File: src/rtl/encoder_pkg.sv
// Shared types and constants for the RV32I instruction encoder/loader.
// Holds class/error enums, the NOP word, opcode constants and field positions.
package encoder_pkg;

  localparam int unsigned WORD_W = 32;

  typedef enum logic [3:0] {
    CLS_LUI    = 4'd0,
    CLS_AUIPC  = 4'd1,
    CLS_JAL    = 4'd2,
    CLS_JALR   = 4'd3,
    CLS_BRANCH = 4'd4,
    CLS_LOAD   = 4'd5,
    CLS_STORE  = 4'd6,
    CLS_I_ALU  = 4'd7,
    CLS_R_ALU  = 4'd8
  } instr_class_e;

  typedef enum logic [1:0] {
    ERR_NONE  = 2'd0,
    ERR_CLASS = 2'd1,
    ERR_IMM   = 2'd2,
    ERR_ADDR  = 2'd3
  } err_code_e;

  localparam logic [WORD_W-1:0] NOP_WORD = 32'h0000_0013;

  // Base opcodes shared with the decoder path
  localparam logic [6:0] OPC_LUI    = 7'b0110111;
  localparam logic [6:0] OPC_AUIPC  = 7'b0010111;
  localparam logic [6:0] OPC_JAL    = 7'b1101111;
  localparam logic [6:0] OPC_JALR   = 7'b1100111;
  localparam logic [6:0] OPC_BRANCH = 7'b1100011;
  localparam logic [6:0] OPC_LOAD   = 7'b0000011;
  localparam logic [6:0] OPC_STORE  = 7'b0100011;
  localparam logic [6:0] OPC_OP_IMM = 7'b0010011;
  localparam logic [6:0] OPC_OP     = 7'b0110011;

  localparam int unsigned RD_LSB  = 7;
  localparam int unsigned F3_LSB  = 12;
  localparam int unsigned RS1_LSB = 15;
  localparam int unsigned RS2_LSB = 20;
  localparam int unsigned F7_LSB  = 25;

  typedef struct packed {
    instr_class_e      cls;
    logic [4:0]        rd;
    logic [4:0]        rs1;
    logic [4:0]        rs2;
    logic [2:0]        f3;
    logic [6:0]        f7;
    logic [WORD_W-1:0] imm;
  } instr_desc_t;

  // R/I/S/B layout: 7 | 5 | rs1 | f3 | 5 | opcode
  function automatic logic [WORD_W-1:0] pack_risb(input logic [6:0] hi7,
                                                  input logic [4:0] mid5,
                                                  input logic [4:0] rs1,
                                                  input logic [2:0] f3,
                                                  input logic [4:0] lo5,
                                                  input logic [6:0] opc);
    return (WORD_W'(hi7) << F7_LSB) | (WORD_W'(mid5) << RS2_LSB) |
           (WORD_W'(rs1) << RS1_LSB) | (WORD_W'(f3) << F3_LSB) |
           (WORD_W'(lo5) << RD_LSB) | WORD_W'(opc);
  endfunction

  // U/J layout: 20-bit upper field | rd | opcode
  function automatic logic [WORD_W-1:0] pack_uj(input logic [19:0] up20,
                                                input logic [4:0]  rd,
                                                input logic [6:0]  opc);
    return (WORD_W'(up20) << F3_LSB) | (WORD_W'(rd) << RD_LSB) | WORD_W'(opc);
  endfunction

endpackage

File: src/rtl/instr_word_encoder.sv
// Combinational RV32I format packer with immediate range checks.
// Emits NOP_WORD plus an error code for illegal classes or out-of-range immediates.
module instr_word_encoder
  import encoder_pkg::*;
(
  input  instr_desc_t        desc,
  output logic [WORD_W-1:0]  word,
  output err_code_e          err
);

  logic [WORD_W-1:0] imm;
  logic [WORD_W-1:0] raw;
  logic              bad_imm;
  logic              i_ok;
  logic              b_ok;
  logic              j_ok;
  logic              is_shift;

  assign imm      = desc.imm;
  assign i_ok     = (imm[31:11] == '0) || (imm[31:11] == '1);
  assign b_ok     = ((imm[31:12] == '0) || (imm[31:12] == '1)) && !imm[0];
  assign j_ok     = ((imm[31:20] == '0) || (imm[31:20] == '1)) && !imm[0];
  assign is_shift = (desc.f3 == 3'b001) || (desc.f3 == 3'b101);

  always_comb begin
    raw     = NOP_WORD;
    bad_imm = 1'b0;
    err     = ERR_NONE;
    case (desc.cls)
      CLS_LUI: begin
        raw     = pack_uj(imm[31:12], desc.rd, OPC_LUI);
        bad_imm = imm[11:0] != '0;
      end
      CLS_AUIPC: begin
        raw     = pack_uj(imm[31:12], desc.rd, OPC_AUIPC);
        bad_imm = imm[11:0] != '0;
      end
      CLS_JAL: begin
        raw     = pack_uj({imm[20], imm[10:1], imm[11], imm[19:12]}, desc.rd, OPC_JAL);
        bad_imm = !j_ok;
      end
      CLS_JALR: begin
        raw     = pack_risb(imm[11:5], imm[4:0], desc.rs1, desc.f3, desc.rd, OPC_JALR);
        bad_imm = !i_ok;
      end
      CLS_BRANCH: begin
        raw     = pack_risb({imm[12], imm[10:5]}, desc.rs2, desc.rs1, desc.f3,
                            {imm[4:1], imm[11]}, OPC_BRANCH);
        bad_imm = !b_ok;
      end
      CLS_LOAD: begin
        raw     = pack_risb(imm[11:5], imm[4:0], desc.rs1, desc.f3, desc.rd, OPC_LOAD);
        bad_imm = !i_ok;
      end
      CLS_STORE: begin
        raw     = pack_risb(imm[11:5], desc.rs2, desc.rs1, desc.f3, imm[4:0], OPC_STORE);
        bad_imm = !i_ok;
      end
      CLS_I_ALU: begin
        // Shifts carry funct7 in the upper bits and a 5-bit shamt
        if (is_shift) begin
          raw     = pack_risb(desc.f7, imm[4:0], desc.rs1, desc.f3, desc.rd, OPC_OP_IMM);
          bad_imm = imm[31:5] != '0;
        end else begin
          raw     = pack_risb(imm[11:5], imm[4:0], desc.rs1, desc.f3, desc.rd, OPC_OP_IMM);
          bad_imm = !i_ok;
        end
      end
      CLS_R_ALU: begin
        raw = pack_risb(desc.f7, desc.rs2, desc.rs1, desc.f3, desc.rd, OPC_OP);
      end
      default: begin
        err = ERR_CLASS;
      end
    endcase
    if (err == ERR_NONE && bad_imm) begin
      err = ERR_IMM;
    end
    word = (err == ERR_NONE) ? raw : NOP_WORD;
  end

endmodule

File: src/rtl/instr_encoder_loader.sv
// Streams decoded instruction descriptors into instruction memory as RV32I words.
// Optional running XOR checksum of written words under ENCODER_CHECKSUM_EN.
module instr_encoder_loader
  import encoder_pkg::*;
#(
  parameter int unsigned ADDR_W = 12,
  parameter int unsigned XLEN   = 32
) (
  input  logic              clk_i,
  input  logic              rst_ni,
  input  logic              start_i,
  input  logic [ADDR_W-1:0] base_addr_i,
  input  logic              in_valid_i,
  output logic              in_ready_o,
  input  logic              in_last_i,
  input  logic [3:0]        in_class_i,
  input  logic [4:0]        in_rd_i,
  input  logic [4:0]        in_rs1_i,
  input  logic [4:0]        in_rs2_i,
  input  logic [2:0]        in_funct3_i,
  input  logic [6:0]        in_funct7_i,
  input  logic [XLEN-1:0]   in_imm_i,
  output logic              mem_we_o,
  output logic [ADDR_W-1:0] mem_addr_o,
  output logic [XLEN-1:0]   mem_wdata_o,
  input  logic              mem_ready_i,
  output logic              busy_o,
  output logic              done_o,
  output logic              err_o,
  output logic [1:0]        err_code_o,
  output logic [ADDR_W-1:0] word_count_o
`ifdef ENCODER_CHECKSUM_EN
  ,
  output logic [XLEN-1:0]   checksum_o
`endif
);

  typedef enum logic [1:0] {
    ST_IDLE  = 2'd0,
    ST_RUN   = 2'd1,
    ST_DRAIN = 2'd2,
    ST_DONE  = 2'd3
  } state_e;

  state_e            state_q, state_d;
  logic [ADDR_W-1:0] addr_q, addr_d;
  logic [ADDR_W-1:0] count_q, count_d;
  logic              we_q, we_d;
  logic [XLEN-1:0]   wdata_q, wdata_d;
  logic              err_q, err_d;
  err_code_e         code_q, code_d;
  logic [XLEN-1:0]   csum_q, csum_d;
  logic              busy_q, done_q;
  logic              ready_c;
  logic              handshake;
  logic              at_max;

  instr_desc_t       desc;
  logic [WORD_W-1:0] enc_word;
  err_code_e         enc_err;

  assign desc = '{cls: instr_class_e'(in_class_i), rd: in_rd_i, rs1: in_rs1_i,
                  rs2: in_rs2_i, f3: in_funct3_i, f7: in_funct7_i, imm: WORD_W'(in_imm_i)};

  instr_word_encoder u_enc (
    .desc (desc),
    .word (enc_word),
    .err  (enc_err)
  );

  assign handshake = we_q && mem_ready_i;
  assign at_max    = &addr_q[ADDR_W-1:2];

  // Next-state, datapath and handshake logic
  always_comb begin
    state_d = state_q;
    addr_d  = addr_q;
    count_d = count_q;
    we_d    = we_q;
    wdata_d = wdata_q;
    err_d   = err_q;
    code_d  = code_q;
    csum_d  = csum_q;
    ready_c = 1'b0;

    if (handshake) begin
      addr_d  = addr_q + ADDR_W'(4);
      count_d = count_q + ADDR_W'(1);
      we_d    = 1'b0;
      csum_d  = csum_q ^ wdata_q;
    end

    case (state_q)
      ST_IDLE: begin
        if (start_i) begin
          addr_d  = base_addr_i & ~ADDR_W'(3);
          count_d = '0;
          err_d   = 1'b0;
          code_d  = ERR_NONE;
          csum_d  = '0;
          state_d = ST_RUN;
        end
      end
      ST_RUN: begin
        // A pending write at the top word must not be followed by another
        ready_c = (!we_q || mem_ready_i) && !(we_q && at_max);
        if (in_valid_i && ready_c) begin
          we_d    = 1'b1;
          wdata_d = XLEN'(enc_word);
          if (enc_err != ERR_NONE) begin
            err_d = 1'b1;
            if (code_q == ERR_NONE) code_d = enc_err;
          end
          if (in_last_i) state_d = ST_DRAIN;
        end else if (handshake && at_max) begin
          err_d = 1'b1;
          if (code_q == ERR_NONE) code_d = ERR_ADDR;
          state_d = ST_DRAIN;
        end
      end
      ST_DRAIN: begin
        if (!we_q || mem_ready_i) state_d = ST_DONE;
      end
      ST_DONE: begin
        state_d = ST_IDLE;
      end
      default: state_d = ST_IDLE;
    endcase
  end

  always_ff @(posedge clk_i or negedge rst_ni) begin
    if (!rst_ni) begin
      state_q <= ST_IDLE;
      addr_q  <= '0;
      count_q <= '0;
      we_q    <= 1'b0;
      wdata_q <= '0;
      err_q   <= 1'b0;
      code_q  <= ERR_NONE;
      csum_q  <= '0;
      busy_q  <= 1'b0;
      done_q  <= 1'b0;
    end else begin
      state_q <= state_d;
      addr_q  <= addr_d;
      count_q <= count_d;
      we_q    <= we_d;
      wdata_q <= wdata_d;
      err_q   <= err_d;
      code_q  <= code_d;
      csum_q  <= csum_d;
      busy_q  <= state_d != ST_IDLE;
      done_q  <= state_d == ST_DONE;
    end
  end

  assign in_ready_o   = ready_c;
  assign mem_we_o     = we_q;
  assign mem_addr_o   = addr_q;
  assign mem_wdata_o  = wdata_q;
  assign busy_o       = busy_q;
  assign done_o       = done_q;
  assign err_o        = err_q;
  assign err_code_o   = code_q;
  assign word_count_o = count_q;

`ifdef ENCODER_CHECKSUM_EN
  assign checksum_o = csum_q;
`else
  logic unused_csum;
  assign unused_csum = ^csum_q;
`endif

endmodule
File: config.mk
export PLATFORM = sky130hd
export DESIGN_NAME = instr_encoder_loader
export DESIGN_NICKNAME = d
export VERILOG_FILES = /design/src/rtl/encoder_pkg.sv /design/src/rtl/instr_word_encoder.sv /design/src/rtl/instr_encoder_loader.sv
export SDC_FILE = /design/constraint.sdc
export NUM_CORES = 1
export LEC_CHECK = 0
export ABC_AREA = 0
export BUFFER_PORTS_ARGS = -buffer_cell sky130_fd_sc_hd__buf_2
export CAP_MARGIN = 20
export CORE_MARGIN = 10
export CORE_UTILIZATION = 28
export CTS_CLUSTER_SIZE = 20
export DETAILED_ROUTE_END_ITERATION = 12
export PLACE_DENSITY = 0.47
export SKIP_LAST_GASP = 1
export SYNTH_ARGS = -nofsm -noshare
export SYNTH_HDL_FRONTEND = slang
export SYNTH_HIERARCHICAL = 1
export SYNTH_SLANG_ARGS = --single-unit
File: constraint.sdc
create_clock -name clk_i -period 5.4 [get_ports clk_i]
set_input_delay 0.27 -clock clk_i [delete_from_list [all_inputs] [get_ports clk_i]]
set_output_delay 0.27 -clock clk_i [all_outputs]
set_load 0.01 [all_outputs]
-- Word-level counts from Yosys, hierarchy flattened
Index checks and enable logic that the tools add are counted.
- flip-flop bits (word level): 64
- bits in latches: 0
- bits in writable memories: 0
- bits in read-only memories: 0
- bits of input ports: 79
- output and inout bits: 63
- logic and storage cells: 128
- memories: 0
- add/sub/neg operators: 2
- multiply operators: 0
- div/mod/pow operators: 0
- magnitude comparators: 0
- equal/unequal tests: 21
- shifts and indexed selects: 0
- muxes and demuxes: 35
- bitwise logic cells: 22
- reductions and logical operators: 39
- operators by type and width (kind ; number):
    32-bit one-hot mux with 9 select lines ; 1
    32-bit by 12-bit bitwise OR with 32-bit output ; 7
    32-bit by 15-bit bitwise OR with 32-bit output ; 5
    32-bit by 20-bit bitwise OR with 32-bit output ; 5
    32-bit by 25-bit bitwise OR with 32-bit output ; 5
    12-bit two-way mux ; 6
    32-bit two-way mux ; 2
    27-bit nonzero test ; 1
    2-bit two-way mux ; 12
    21-bit == test (second input constant) ; 1
    21-bit zero test ; 1
    20-bit == test (second input constant) ; 1
    20-bit zero test ; 1
    4-bit by 3-bit == test with 1-bit output (second input constant) ; 4
    12-bit by 1-bit adder with 12-bit output (second input constant) ; 1
    12-bit by 3-bit adder with 12-bit output (second input constant) ; 1
    12-bit == test (second input constant) ; 1
    12-bit zero test ; 1
    12-bit nonzero test ; 1
    1-bit two-way mux ; 10
    10-bit AND reduction ; 1
    9-bit OR reduction ; 1
    4-bit by 2-bit == test with 1-bit output (second input constant) ; 2
    1-bit logical AND ; 8
    22 further kinds ; 40

-- Depth between registers and ports, before layout
- depth in word-level cells: 11
- mapped depth: 10
- gate-level depth less buffers: 8

-- Hierarchy
The synthesis kept the hierarchy.
- by module, submodules not included (module ; times used ; cells an instance ; area each (um^2) ; seq. area each (um^2)):
    instr_encoder_loader ; 1 ; 228 ; 2856.5 ; 1551.5
    instr_word_encoder ; 1 ; 173 ; 942.2 ; 0.0

-- Least setup slack after synthesis
No wires, ideal clock.
- path kind: input port to flip-flop
- start: in in_class_i[0]
- end: reg code_q[0] (netlist: err_code_o[0])
- library setup time: 0.067 ns
- data arrival time: 2.314 ns
- data required time: 5.333 ns
- slack: 3.019 ns
- cell stages on the path: 9
- path buffers: 2
- cells stage by stage: clkbuf_1 or4b_2 nor3_1 a211o_1 or4_4 clkbuf_1 o21ai_0 a21oi_1 a32o_1
- elaborated cells on any way between the ends: 24
- those cells by class: eq/ne: 9; mux: 7; reduce/logical: 8
- RTL lines (item ; RTL line ; source):
    start: declaration ; instr_encoder_loader.sv:16 ; input logic [3:0] in_class_i,
    4-bit == test (tied with other cells) ; instr_word_encoder.sv:29 ; case (desc.cls)
    9-bit OR reduction (no source line) ; - ;
    1-bit two-way mux ; instr_word_encoder.sv:29 ;
    2-bit zero test ; instr_word_encoder.sv:76 ; if (err == ERR_NONE && bad_imm) begin
    1-bit logical AND * ; instr_word_encoder.sv:76 ;
    2-bit two-way mux * ; instr_word_encoder.sv:76 ;
    net enc_err[1] ; instr_encoder_loader.sv:60 ; err_code_e enc_err;
    2-bit nonzero test * ; instr_encoder_loader.sv:110 ; if (enc_err != ERR_NONE) begin
    3-bit inequality test (no source line) * ; - ;
    5-bit AND reduction (no source line) * ; - ;
    end signal: assignment ; instr_encoder_loader.sv:150 ; code_q <= code_d;
    end: declaration ; instr_encoder_loader.sv:51 ; err_code_e code_q, code_d;
Mark *: on every way through the listed nets, which the timed path passes. The rest lies on a longest branch. The select of a mux whose other input is x is not followed.
A chain may end at the register's enable or synchronous reset.

-- Final worst setup path
- start: in in_imm_i[5]
- end: reg wdata_q[4] (netlist: mem_wdata_o[4])
- cells in the longest elaborated chain, start to end: 7
- elaborated cells on any way between the ends: 8
- those cells by class: mux: 4; reduce/logical: 4
- ends and longest elaborated chain (item ; RTL line ; source):
    start: declaration ; instr_encoder_loader.sv:22 ; input logic [XLEN-1:0] in_imm_i,
    27-bit nonzero test ; instr_word_encoder.sv:63 ; bad_imm = imm[31:5] != '0;
    1-bit two-way mux ; instr_word_encoder.sv:61 ; if (is_shift) begin
    1-bit one-hot mux with 5 select lines * ; instr_word_encoder.sv:29 ;
    1-bit logical AND * ; instr_word_encoder.sv:76 ;
    2-bit two-way mux * ; instr_word_encoder.sv:76 ;
    net enc_err[1] ; instr_encoder_loader.sv:60 ;
    2-bit zero test * ; instr_word_encoder.sv:79 ; word = (err == ERR_NONE) ? raw : NOP_WORD;
    32-bit two-way mux * ; instr_word_encoder.sv:79 ;
    net enc_word[4] ; instr_encoder_loader.sv:59 ; logic [WORD_W-1:0] enc_word;
    end signal: assignment ; instr_encoder_loader.sv:148 ; wdata_q <= wdata_d;
    end: declaration ; instr_encoder_loader.sv:49 ; logic [XLEN-1:0] wdata_q, wdata_d;
Mark *: on every way through the listed nets, which the timed path passes. The rest lies on a longest branch.

==> tab_implementation.tex <==
\begin{tabular}{lr}
\hline
Metric & Value \\
\hline
\multicolumn{2}{l}{\textbf{Run status}} \\
\quad Outcome & complete, no violations \\
\multicolumn{2}{l}{\textbf{Yosys}} \\
\quad Share of the synthesized area in the top cell type & 40.8\% \\
\quad Part of the Yosys area used for sequential elements & 40.8\% \\
\quad Yosys Warn Count & 6 \\
\quad Post-synth EDFFs & 0 \\
\quad Synth area leader & sky130\_fd\_sc\_hd\_\_dfrtp\_1 \\
\quad Gate count of the mapped netlist & 401 \\
\quad Synth unique cells & 53 \\
\quad Post-synth design cell area & between 0.003 and 0.004 mm² \\
\quad Fraction of registers with async set or reset after synthesis & 100\% \\
\quad Top cells by area, synth & sky130\_fd\_sc\_hd\_\_dfrtp\_1 41\%, sky130\_fd\_sc\_hd\_\_mux2\_4 11\%, sky130\_fd\_sc\_hd\_\_nor2\_1 5.9\% \\
\quad Synth Flop Type & sky130\_fd\_sc\_hd\_\_dfrtp\_1 \\
\quad Post-synthesis register bit count & 62 \\
\quad Post-synthesis average cell area & between 9 and 10 µm² \\
\multicolumn{2}{l}{\textbf{Critical path}} \\
\quad Type of destination of the critical path & flop \\
\quad Data arrival time at the worst-slack endpoint & just under 3000 ps \\
\quad Path type of the worst setup path & input port to flop \\
\quad CP startpoint kind & input port \\
\quad Reg-to-reg critical path startpoint & mem\_addr\_o[2]\$\_DFF\_PN0\_ \\
\quad Max stage delay on crit path & 750 ps \\
\quad Worst setup path startpoint & in\_imm\_i[5] \\
\quad WP data required & 5610 ps \\
\quad Worst r2r path cells & 6 \\
\quad Ordered list of cells on the worst path & buf\_2, nor4\_1, nand4\_1, a211o\_1, or4\_4, or4\_1, mux2\_4 \\
\quad Slowest cell on the critical path & sky130\_fd\_sc\_hd\_\_or4\_4 \\
\quad Biggest fanout along the worst timing path & 31 \\
\multicolumn{2}{l}{\textbf{Layout}} \\
\quad Final antenna diode count & 0 \\
\quad Highest-count cells in the layout ignoring fill and taps & 137 x sky130\_fd\_sc\_hd\_\_buf\_2, 62 x sky130\_fd\_sc\_hd\_\_dfrtp\_1, 60 x sky130\_fd\_sc\_hd\_\_nor2\_1, 35 x sky130\_fd\_sc\_hd\_\_nand2\_1, 29 x sky130\_fd\_sc\_hd\_\_mux2\_4 \\
\quad Post-Route Utilization & around 37\% \\
\quad Nets & between 600 and 700 \\
\quad Leading cell type in the layout, fill and taps excluded & sky130\_fd\_sc\_hd\_\_buf\_2 \\
\quad Final-layout fill cell count & 1405 \\
\quad Fraction of final layout cells sized beyond drive strength 1 & a little over a third \\
\quad Area added between synthesis and finish & 28.8\% \\
\multicolumn{2}{l}{\textbf{Clock tree}} \\
\quad Total number of clock tree sinks & just over 60 \\
\quad Number of buffers inserted for hold repair after clock tree synthesis & 0 \\
\quad Count of buffers added by post-CTS timing repair for setup & 0 \\
\quad Clock root buffer & sky130\_fd\_sc\_hd\_\_clkbuf\_16 \\
\quad Number of buffers on the longest clock path & 2 \\
\quad CTS tree & yes \\
\quad CTS clock-pin slew for the worst setup and hold paths & approximately 50 ps \\
\quad Inserted Clock Buffers & 9 \\
\quad PostCTS Resize Cnt & 0 \\
\quad H-tree depth & 3 \\
\quad Clock insertion delay at the later pin of the skew report & approximately 330 ps \\
\multicolumn{2}{l}{\textbf{Placement}} \\
\quad Weighted congestion at the end of routability-driven global placement & 0.883 \\
\quad Detailed placer's ending HPWL & between 9 and 10 mm \\
\quad \# port buffers & approximately 140 \\
\multicolumn{2}{l}{\textbf{Floorplan}} \\
\quad Floorplan die area & between 0.015 and 0.02 mm² \\
\quad Number of I/O pins & about 140 \\
\quad Initial cell density of the core & between 20 and 30\% \\
\quad Vertical die dimension & approximately 140 µm \\
\quad Die boundary width & around 140 µm \\
\quad Placement Rows & between 40 and 50 \\
\quad Area of the placeable core & 0.0132 mm² \\
\multicolumn{2}{l}{\textbf{STA}} \\
\quad Sum of negative setup slack & 0 ps \\
\quad Slew headroom & a little under two fifths \\
\quad RSZ-0062 raised after global routing & no \\
\quad Final clock period utilization by the worst path & between 50\% and 60\% \\
\quad Final setup vio count & 0 \\
\quad Max Transition Viols Final & 0 \\
\quad Worst-Margin Slew & around 940 ps \\
\quad Fin Clk Skew & 7.81 ps \\
\quad Final count of hold timing violations & 0 \\
\quad Achievable frequency & $\sim$0.36 GHz \\
\quad Period minus WS final & 2770 ps \\
\multicolumn{2}{l}{\textbf{GRT}} \\
\quad Maximum number of pins on one net before global-route repair & 63 \\
\quad First-pass GRT wire length & between 15 and 20 mm \\
\quad Via count of the first global-routing pass & approximately 3500 \\
\quad Antenna violations before repair & 0 \\
\quad Total track usage & 13.4\% \\
\quad GR Overflow Total & 0 \\
\multicolumn{2}{l}{\textbf{Routing}} \\
\quad Avg Vias per Cell & 4.93 \\
\quad Routed length per instance & 18.0 µm \\
\quad Wire length reported by the detailed router & 12.8 mm \\
\quad Drt initial violations & between 200 and 300 \\
\quad Total via count after detailed routing & 3507 \\
\quad Antenna violation net count after detailed routing & 0 \\
\quad Total DRC errors in the routed layout & 0 \\
\quad DR pass1 iterations & 6 \\
\multicolumn{2}{l}{\textbf{Pwr}} \\
\quad Total Power & between 2 and 2.5 mW \\
\quad Total power density per cell area & 447 mW/mm² \\
\quad Max VDD drop & 0.000154 V \\
\quad Leakage power of the design & roughly 2.3 nW \\
\multicolumn{2}{l}{\textbf{Hold path}} \\
\quad Worst min path class & input port to asynchronous set/reset pin \\
\multicolumn{2}{l}{\textbf{Run}} \\
\quad Max cap viols & 0 \\
\hline
\end{tabular}
-- power by group --
group | leakage (nW) | internal, mW | switching (mW)
logic | 1.36 | 0.408 | 0.421
registers | 0.810 | 0.636 | 0.140
clock network | 0.141 | 0.366 | 0.214
-- synthesized netlist by cell type, types with 4 or more instances --
cell type / n
sky130_fd_sc_hd__dfrtp_1: 62
sky130_fd_sc_hd__nor2_1: 60
sky130_fd_sc_hd__nand2_1: 35
sky130_fd_sc_hd__mux2_4: 29
sky130_fd_sc_hd__a21oi_1: 28
sky130_fd_sc_hd__nor3_1: 19
sky130_fd_sc_hd__a22oi_1: 17
sky130_fd_sc_hd__o21ai_0: 15
sky130_fd_sc_hd__xnor2_1: 14
sky130_fd_sc_hd__clkbuf_1: 12
sky130_fd_sc_hd__nand4_1: 12
sky130_fd_sc_hd__nor4_1: 9
sky130_fd_sc_hd__a222oi_1: 6
sky130_fd_sc_hd__xor2_1: 6
sky130_fd_sc_hd__buf_2: 5
sky130_fd_sc_hd__inv_1: 5
sky130_fd_sc_hd__nand3_1: 5
sky130_fd_sc_hd__and2_1: 4
sky130_fd_sc_hd__buf_4: 4
sky130_fd_sc_hd__nor2b_1: 4
-- state kept, by name, summed over array words and instances, names as in the netlist --
register / flops
err_code_o: 2
mem_wdata_o: 32
busy_o: 1
done_o: 1
word_count_o: 12
mem_we_o: 1
err_o: 1
mem_addr_o: 10
state_q: 2
-- kinds of logic (layout without fill, tap and decap cells) --
kind of cell	Yosys count	count (layout)	share of synthesized area, %
buffers and inverters	29	161	4.58
xor gates and xnor gates	20	20	4.61
other	2	4	0.198
and+or+nand+nor	174	174	23.2
DFF	62	62	40.8
muxes	33	33	12.6
adders and majority gates	2	2	0.659
AOI/OAI and AO/OA	79	79	13.3
-- critical path, delay by kind of cell --
| family | cells | cell delay [ps] |
|---|---|---|
| AO/OA/AOI/OAI | 1 | 340 |
| buffers and inverters | 1 | 120 |
| multiplexers | 1 | 260 |
| AND/OR/NAND/NOR | 4 | 1990 |
-- per-layer routing --
metal	share of wire, %	track usage [%]	wire [µm]	vias to the layer above
met5	0	0	0	-
met4	1.5	5.38	189	0
met3	8.5	3.95	1080	13
met2	46	20.0	5830	124
met1	44	17.6	5670	1655
li1	-	-	-	1715
-- cell type report --
cell class / instances / area, µm² / share of cell area (%)
multi-input combinational: 312 / 2080 / 42.5
sequential: 62 / 1550 / 31.7
timing repair buffer: 141 / 731 / 14.9
clock buffer: 11 / 243 / 4.96
tap: 176 / 220 / 4.50
clock inverter: 4 / 47.5 / 0.972
inverter: 5 / 18.8 / 0.384
-- path summary, 6_finish.rpt --
kind | endpoint | slack (ps)
worst max-delay path | mem_wdata_o[4]$_DFFE_PN0P_ | 2630
worst min-delay path | mem_wdata_o[14]$_DFFE_PN0P_ | 110
worst max register to register | mem_wdata_o[14]$_DFFE_PN0P_ | 3150
worst min register to register | err_o$_DFFE_PN0P_ | 500
max in group asynchronous | mem_wdata_o[3]$_DFFE_PN0P_ | 4720
min in group clk_i | mem_addr_o[8]$_DFF_PN0_ | 140
-- metrics by stage --
step                setup slack, ps  instance area [µm²]  hold WS, ps  cells
CTS                            2700                 4880          130    710
global placement               2390                 4570          473    694
floorplan                      3020                 3810        -25.6    403
global route                   2460                 4890          146    711
finish                         2630                 4890          110    711
detailed placement             2340                 4590          481    695
Note: power is estimated with default switching activity, not from simulation.
